`config.mk`:
```
export PLATFORM = sky130hd
export DESIGN_NAME = mmio_fifo_combiner
export DESIGN_NICKNAME = d
export VERILOG_FILES = /design/src/rtl/mmio_fifo_combiner.sv
export SDC_FILE = /design/constraint.sdc
export NUM_CORES = 1
export LEC_CHECK = 0
export CORE_MARGIN = 2
export CORE_UTILIZATION = 65
export DETAILED_ROUTE_END_ITERATION = 8
export PLACE_DENSITY = 0.85
export REMOVE_ABC_BUFFERS = 1
export SETUP_SLACK_MARGIN = 0.1
export SKIP_CTS_REPAIR_TIMING = 1
export SLEW_MARGIN = 20
export SYNTH_ARGS = -nofsm -noshare
export SYNTH_HDL_FRONTEND = slang
export SYNTH_SLANG_ARGS = --single-unit
```
`constraint.sdc`:
```
create_clock -name CLK -period 4.57 [get_ports CLK]
set_input_delay 0.457 -clock CLK [delete_from_list [all_inputs] [get_ports CLK]]
set_output_delay 0.457 -clock CLK [all_outputs]
set_load 0.01 [all_outputs]
```
`src/rtl/mmio_fifo_combiner.sv`:
```
// mmio_fifo_combiner
//   Register-mapped block with two input FIFOs (A, B) and one output FIFO (Y).
//   A combiner pops one entry from A and one from B and pushes f(A,B) into Y,
//   where f is selected by the MODE register (OR, AND, XOR, ADD mod 2^DATA_W).
//
// Optional feature (compile-time macro MMIO_COMBINER_OVF_CNT_EN):
//   When defined, address 7 reads an 8-bit saturating counter of dropped
//   A/B writes and empty Y_DATA reads. The counter clears when address 7 is read.
//   When undefined, address 7 reads 0.
//
// Ports:
//   CLK, RST        single rising-edge clock, asynchronous active-high reset
//   write_address   register address for writes
//   write_data      write payload (DATA_W bits)
//   write_en        write strobe, takes effect at the CLK edge when write_rdy=1
//   write_rdy       write accepted (1 from the first edge after reset)
//   read_address    register address for reads
//   read_en         read strobe, side effects at the CLK edge when read_rdy=1
//   read_data       combinational read value for read_address
//   read_rdy        read accepted (1 from the first edge after reset)
//
// Handshake: a write (read) transfers on a rising CLK edge where write_en
// (read_en) and write_rdy (read_rdy) are both 1. read_data is valid whenever
// read_rdy=1. Write and read ports are independent.
//
// Register map:
//   0 A_STATUS (R) A not full     1 A_DATA (W) push A
//   2 B_STATUS (R) B not full     3 B_DATA (W) push B
//   4 Y_STATUS (R) Y not empty    5 Y_DATA (R) Y head, pop on read
//   6 MODE (R/W) bits[1:0]        7 OVF (R) overflow/underflow counter
module mmio_fifo_combiner #(
  parameter int DATA_W = 8,
  parameter int DEPTH = 4,
  parameter logic [1:0] RESET_MODE = 2'd0
) (
  input  logic              CLK,
  input  logic              RST,
  input  logic [2:0]        write_address,
  input  logic [DATA_W-1:0] write_data,
  input  logic              write_en,
  output logic              write_rdy,
  input  logic [2:0]        read_address,
  input  logic              read_en,
  output logic [DATA_W-1:0] read_data,
  output logic              read_rdy
);

  localparam int PTR_W = $clog2(DEPTH);
  localparam int CNT_W = PTR_W + 1;
  localparam logic [CNT_W-1:0] FULL_CNT = CNT_W'(DEPTH);

  localparam logic [2:0] ADDR_A_STATUS = 3'd0;
  localparam logic [2:0] ADDR_A_DATA   = 3'd1;
  localparam logic [2:0] ADDR_B_STATUS = 3'd2;
  localparam logic [2:0] ADDR_B_DATA   = 3'd3;
  localparam logic [2:0] ADDR_Y_STATUS = 3'd4;
  localparam logic [2:0] ADDR_Y_DATA   = 3'd5;
  localparam logic [2:0] ADDR_MODE     = 3'd6;
  localparam logic [2:0] ADDR_OVF      = 3'd7;

  logic              rdy_q;
  logic [1:0]        mode;

  logic [DATA_W-1:0] a_mem [DEPTH];
  logic [DATA_W-1:0] b_mem [DEPTH];
  logic [DATA_W-1:0] y_mem [DEPTH];
  logic [PTR_W-1:0]  a_wr, a_rd, b_wr, b_rd, y_wr, y_rd;
  logic [CNT_W-1:0]  a_cnt, b_cnt, y_cnt;

  logic              wr_acc, rd_acc;
  logic              a_full, b_full, y_full;
  logic              a_empty, b_empty, y_empty;
  logic              a_push, b_push, y_pop, comb;
  logic [DATA_W-1:0] comb_val;
  logic [DATA_W-1:0] ovf_val;
  logic [DATA_W-1:0] rd_val;

  assign wr_acc  = write_en & rdy_q;
  assign rd_acc  = read_en & rdy_q;

  // All full/empty decisions below use the pre-edge counts.
  assign a_full  = (a_cnt == FULL_CNT);
  assign b_full  = (b_cnt == FULL_CNT);
  assign y_full  = (y_cnt == FULL_CNT);
  assign a_empty = (a_cnt == '0);
  assign b_empty = (b_cnt == '0);
  assign y_empty = (y_cnt == '0);

  assign a_push  = wr_acc && (write_address == ADDR_A_DATA) && !a_full;
  assign b_push  = wr_acc && (write_address == ADDR_B_DATA) && !b_full;
  assign y_pop   = rd_acc && (read_address == ADDR_Y_DATA) && !y_empty;

  // A host pop of Y frees a slot on the same edge, so a full Y does not
  // stall the combiner when it is being read.
  assign comb    = !a_empty && !b_empty && (!y_full || y_pop);

  always_comb begin
    comb_val = '0;
    case (mode)
      2'd0:    comb_val = a_mem[a_rd] | b_mem[b_rd];
      2'd1:    comb_val = a_mem[a_rd] & b_mem[b_rd];
      2'd2:    comb_val = a_mem[a_rd] ^ b_mem[b_rd];
      default: comb_val = a_mem[a_rd] + b_mem[b_rd];
    endcase
  end

  always_ff @(posedge CLK or posedge RST) begin
    if (RST) rdy_q <= 1'b0;
    else     rdy_q <= 1'b1;
  end

  always_ff @(posedge CLK or posedge RST) begin
    if (RST) begin
      mode  <= RESET_MODE;
      a_wr  <= '0;
      a_rd  <= '0;
      b_wr  <= '0;
      b_rd  <= '0;
      y_wr  <= '0;
      y_rd  <= '0;
      a_cnt <= '0;
      b_cnt <= '0;
      y_cnt <= '0;
    end else begin
      if (wr_acc && (write_address == ADDR_MODE)) mode <= write_data[1:0];
      if (a_push) a_wr <= a_wr + PTR_W'(1);
      if (b_push) b_wr <= b_wr + PTR_W'(1);
      if (comb) begin
        a_rd <= a_rd + PTR_W'(1);
        b_rd <= b_rd + PTR_W'(1);
        y_wr <= y_wr + PTR_W'(1);
      end
      if (y_pop) y_rd <= y_rd + PTR_W'(1);
      a_cnt <= a_cnt + CNT_W'(a_push) - CNT_W'(comb);
      b_cnt <= b_cnt + CNT_W'(b_push) - CNT_W'(comb);
      y_cnt <= y_cnt + CNT_W'(comb) - CNT_W'(y_pop);
    end
  end

  // Storage is not reset; the pointers and counts define what is valid.
  always_ff @(posedge CLK) begin
    if (a_push) a_mem[a_wr] <= write_data;
    if (b_push) b_mem[b_wr] <= write_data;
    if (comb)   y_mem[y_wr] <= comb_val;
  end

`ifdef MMIO_COMBINER_OVF_CNT_EN
  logic       drop_ev, under_ev;
  logic [1:0] ovf_events;
  logic [8:0] ovf_sum;
  logic [7:0] ovf_cnt;

  assign drop_ev    = wr_acc && (((write_address == ADDR_A_DATA) && a_full) ||
                                 ((write_address == ADDR_B_DATA) && b_full));
  assign under_ev   = rd_acc && (read_address == ADDR_Y_DATA) && y_empty;
  assign ovf_events = {1'b0, drop_ev} + {1'b0, under_ev};
  assign ovf_sum    = {1'b0, ovf_cnt} + {7'd0, ovf_events};

  // A read of the counter restarts it from this edge's events.
  always_ff @(posedge CLK or posedge RST) begin
    if (RST)                                         ovf_cnt <= '0;
    else if (rd_acc && (read_address == ADDR_OVF))   ovf_cnt <= {6'd0, ovf_events};
    else if (ovf_sum[8])                             ovf_cnt <= 8'hFF;
    else                                             ovf_cnt <= ovf_sum[7:0];
  end

  assign ovf_val = DATA_W'(ovf_cnt);
`else
  assign ovf_val = '0;
`endif

  always_comb begin
    rd_val = '0;
    if (rdy_q) begin
      case (read_address)
        ADDR_A_STATUS: rd_val[0] = !a_full;
        ADDR_B_STATUS: rd_val[0] = !b_full;
        ADDR_Y_STATUS: rd_val[0] = !y_empty;
        ADDR_Y_DATA:   if (!y_empty) rd_val = y_mem[y_rd];
        ADDR_MODE:     rd_val = DATA_W'(mode);
        ADDR_OVF:      rd_val = ovf_val;
        default:       rd_val = '0;
      endcase
    end
  end

  assign read_data = rd_val;
  assign write_rdy = rdy_q;
  assign read_rdy  = rdy_q;

endmodule

```
; Yosys cells after proc, flatten, opt, wreduce, memory -nomap -nowiden
; Memory sizes are Yosys's and may differ from the RTL's.
; Cells that the tools add are included.
[totals]
reg_bits = 24
mem_count = 3
inputBits = 18
word_cells = 76
ramBits = 96
[mem_list]
columns = name, depth, width, read_ports, rd_ports_with_merged_regs, wr, line
row1 = a_mem, 4, 8, 1, 0, 1, 64  ; logic [DATA_W-1:0] a_mem [DEPTH];
row2 = b_mem, 4, 8, 1, 0, 1, 65  ; logic [DATA_W-1:0] b_mem [DEPTH];
row3 = y_mem, 4, 8, 1, 0, 1, 66  ; logic [DATA_W-1:0] y_mem [DEPTH];
[op_classes]
n_addsub = 13
n_mux = 11
n_eq_ne = 12
n_bitwise = 5
reduce_logical = 21
[op_table]
columns = operator, n
row1 = 8-bit one-hot mux with 3 select lines, 1
row2 = 3-bit == test (second input constant), 7
row3 = 8-bit two-way mux, 2
row4 = 7-bit one-hot mux with 2 select lines, 1
row5 = 2-bit by 1-bit adder with 2-bit output (second input constant), 6
row6 = 3-bit zero test, 4
row7 = 3-bit by 1-bit adder with 3-bit output, 3
row8 = 1-bit logical AND, 9
row9 = 3-bit by 1-bit subtractor with 3-bit output, 3
row10 = 8-bit adder, 1
row11 = 8-bit bitwise AND, 1
row12 = 8-bit OR, 1
row13 = 8-bit bitwise XOR, 1
row14 = 3-bit by 2-bit == test with 1-bit output (second input constant), 2
row15 = 1-bit zero test, 6
row16 = 1-bit two-way mux, 6
row17 = 1-bit one-hot mux with 5 select lines, 1
row18 = 3-bit by 1-bit == test with 1-bit output (second input constant), 1
row19 = 1-bit bitwise AND, 2
row20 = 2-bit by 1-bit == test with 1-bit output (second input constant), 1
row21 = 2-bit == test (second input constant), 1
row22 = 2-bit zero test, 1
row23 = 1-bit logical OR, 1

; Logic depth before layout (Yosys ltp)
[logic_depth]
depth_word = 7
mapped_depth = 12
mapped_depth_nobuf = 11

; Worst setup path after synthesis
; No wires, ideal clock.
[synth_timing]
path_type = register -> register
start = reg a_rd[0]
end = mem y_mem[0][6], data pin
path_buffers = 1
arrival_ns = 2.535
stages_incl_launch_ff = 10
t_required_ns = 4.298
path_slack_ns = 1.763
period_less_slack_ns = 2.807
path_cell_list = dfrtp_1 > buf_2 > mux4_2 > ha_1 > inv_1 > fa_1 > inv_1 > a21o_1 > a41o_1 > o311ai_0
[synth_via]
elab_chain_cells = 3
elab_cells_between_ends = 6
[synth_rtl]
columns = element, line
row1 = "start, declared", 67  ; logic [PTR_W-1:0] a_wr, a_rd, b_wr, b_rd, y_wr, y_rd;
row2 = "start signal, assigned", 129  ; a_rd <= a_rd + PTR_W'(1);
row3 = memory 4 x 8 bit *, -
row4 = 8-bit adder (tied with other cells), 103  ; default: comb_val = a_mem[a_rd] + b_mem[b_rd];
row5 = 8-bit one-hot mux with 3 select lines *, 99  ; case (mode)
row6 = via comb_val[6], 74  ; logic [DATA_W-1:0] comb_val;
row7 = "end, declared", 66
; Mark *: on every way through the listed nets, which the timed path passes. The rest lies on a longest branch.

; Final worst setup path
[layout_timing]
start = reg a_rd[0]
end = mem y_mem[1][6], data pin
; Same word-level chain as after synthesis.

==> impl_metrics.toml <==
[route]
vias = 3127
ant_nets = 0
dr.pass1.iters = 5
avgViaCountPerCell = 5.90
first_iter_violations = 130
drc_errors = 0
wl_um = 10000
wire_per_inst_um = 18.9

[critical_path]
required_ns = 4.78
critPathLaunchType = "register"
critPathArrivalTime_ns = 3.73
crit_type = "reg -> reg"
end_kind = "register"
path_max_fanout = 10
regToRegSetupSlack_ns = 1.05

[timing]
min_period_over_period_pct = 77.0
final_max_slew_viol_count = 0
finalWorstSetupSlack_ns = 1.05
clock.fmax_mhz = 284
tightest_slew_ns = 0.914
tns_ns = 0
grt_setup_unrepaired = "no"
relSlewSlack_pct = 38.7
hold_viol_final = 0
setup_viol = 0
skew_ns = 0.0111
fin_crit_ns = 3.52

[finish]
final_layout_size_suffix_gt1_share_pct = 17.1
layout.nets = 465
insertedDiodeCount = 0
ff_latch_area_sq_mm = 0.00348
fillers = 488
syn2layout_area_growth_pct = 15.9
final_common_cell = "edfxtp_1"
final_cell_mix = "96 x edfxtp_1, 42 x inv_1, 34 x ha_1, 27 x clkdlybuf4s50_1, 26 x mux4_2"
multi_input_area_sq_mm = 0.00195

[synth]
synth_area_sq_mm = 0.00567
ys.flop_type = "edfxtp_1"
synthDistinctLibCells = 49
ys_seq_elements = 120
synth_area_leader_cell = "edfxtp_1"
synth_edf_count = 96
synth_seq_area_share_pct = 61.4
synthTopCellsByArea = "edfxtp_1 51%, dfrtp_1 11%, mux4_2 10%"
yosysWarnings = 0
syn_area_per_cell_sq_um = 15.1
synthArstFlopShare_pct = 20.0
synth_top_area_share_pct = 50.8
netlist_instances = 377

[floorplanning]
rows = 34
die_w_um = 97.4
io_pins = 28
initial_utilization_pct = 66.0
die_h_um = 97.4
die_area_sq_mm = 0.00949
core_area_sq_mm = 0.00859

[global_routing]
grt_max_degree = 28
antenna_found_initial = 0
grt_pass1_wl_um = 16600
overflow = 0
grtUsageTotal_pct = 23.4
grt_pass1_vias = 3160

[cts]
h-tree-depth = 4
numCtsBuffers = 17
cts_tree = "yes"
worstSkewPairLatency_ns = 0.52
cts_root_buf = "clkbuf_8"
cts.sinks = 120
clkTransAtPathRegs_ns = 0.06
cts_buffer_depth = 2

[power_and_ir_drop]
powerDensity_mw_per_mm2 = 692
ir_drop_uv = 376
p_leak_nw = 2.49

[hold_path]
hold_class = "in -> async"

[placed_design]
hpwl_um = 6540
io_buffer_count = 27
pre_cts_slack_ns = 1.23
gp_congestion = 0.802

[run]
cap_violations = 0

[run_status]
status = "completed"
-- stage by stage --
| step | cells | hold WS, ns | total power [mW] | utilization, % | area [sq um] |
|---|---|---|---|---|---|
| floorplan | 362 | 0.468 | 2.89 | - | 5600 |
| global placement | 498 | 0.484 | 3.18 | 69.9 | 6010 |
| detailed placement | 498 | 0.496 | 3.30 | 69.9 | 6010 |
| CTS | 530 | 0.463 | 4.58 | 76.5 | 6580 |
| global route | 530 | 0.382 | 4.87 | 76.5 | 6580 |
| finish | 530 | 0.321 | 4.55 | 76.5 | 6580 |
-- layer usage --
layer,global-route usage [%],share of wire [%]
met5,0,0
met4,7.48,1.3
met3,7.99,5.0
met2,37.1,52
met1,30.9,42
-- area by class of cell --
cell class / instances / area share [%]
sequential: 120 / 53.0
clock buffer: 17 / 6.30
clock inverter: 15 / 2.28
inverter: 44 / 2.51
tap: 108 / 2.06
multi-input combinational: 198 / 29.6
timing repair buffer: 28 / 4.22
-- flip-flops by register name (all words and copies together), names as in the netlist --
register / cells
b_mem: 32
mode: 2
y_wr: 2
read_rdy: 1
a_mem: 32
b_rd: 2
y_cnt: 3
b_cnt: 3
a_cnt: 3
b_wr: 2
y_mem: 32
a_rd: 2
y_rd: 2
a_wr: 2
-- worst max-delay path: stages (launching register included) --
cell and delay [ns]:
dfrtp_1 0.77, mux4_2 0.63, ha_1 0.26, inv_1 0.11
fa_1 0.23, inv_1 0.07, a21o_1 0.19, a41o_1 0.25
o311ai_0 0.69
-- worst paths after layout --
check / start / to / cells past startpoint
max: a_rd[0]$_DFFE_PP0P_ / y_mem[1][6]$_DFFE_PP_ / 8
min: RST / a_cnt[0]$_DFF_PP0_ / 2
max reg2reg: a_rd[0]$_DFFE_PP0P_ / y_mem[1][6]$_DFFE_PP_ / 8
min reg2reg: b_cnt[2]$_DFF_PP0_ / b_cnt[2]$_DFF_PP0_ / 1
max in group asynchronous: RST / y_wr[0]$_DFFE_PP0P_ / 2
min in group CLK: b_cnt[2]$_DFF_PP0_ / b_cnt[2]$_DFF_PP0_ / 1
-- power by group --
part	internal (mW)	total (mW)	switching, mW
sequential	1.53	1.78	0.251
combinational	0.737	1.52	0.785
clock	0.700	1.25	0.550
-- kinds of logic after synthesis --
| family | synth area share [%] |
|---|---|
| other | 0.0661 |
| adder cells (fa/ha/maj) | 8.91 |
| flip-flops | 61.4 |
| XOR/XNOR | 2.58 |
| multiplexers | 10.9 |
| AND/OR/NAND/NOR | 6.90 |
| buffers and inverters | 4.26 |
| AO/OA/AOI/OAI | 4.98 |
-- cells in the mapped netlist (all sizes together), types with 2 or more instances --
master  instances
xor2            5
mux4           26
inv            43
xnor2          10
a31oi           2
nor2            9
nand4           2
a21oi          10
o21ai          12
clkbuf          6
nand2b          3
nor2b          10
o311ai          2
nor3            4
mux2            3
and2           12
edfxtp         96
buf             9
fa              4
nand3           4
ha             34
o221ai          2
a211oi          3
dfrtp          24
a21o            3
nand2          20
nand3b          2
Note: power is estimated with default switching activity, not from simulation.
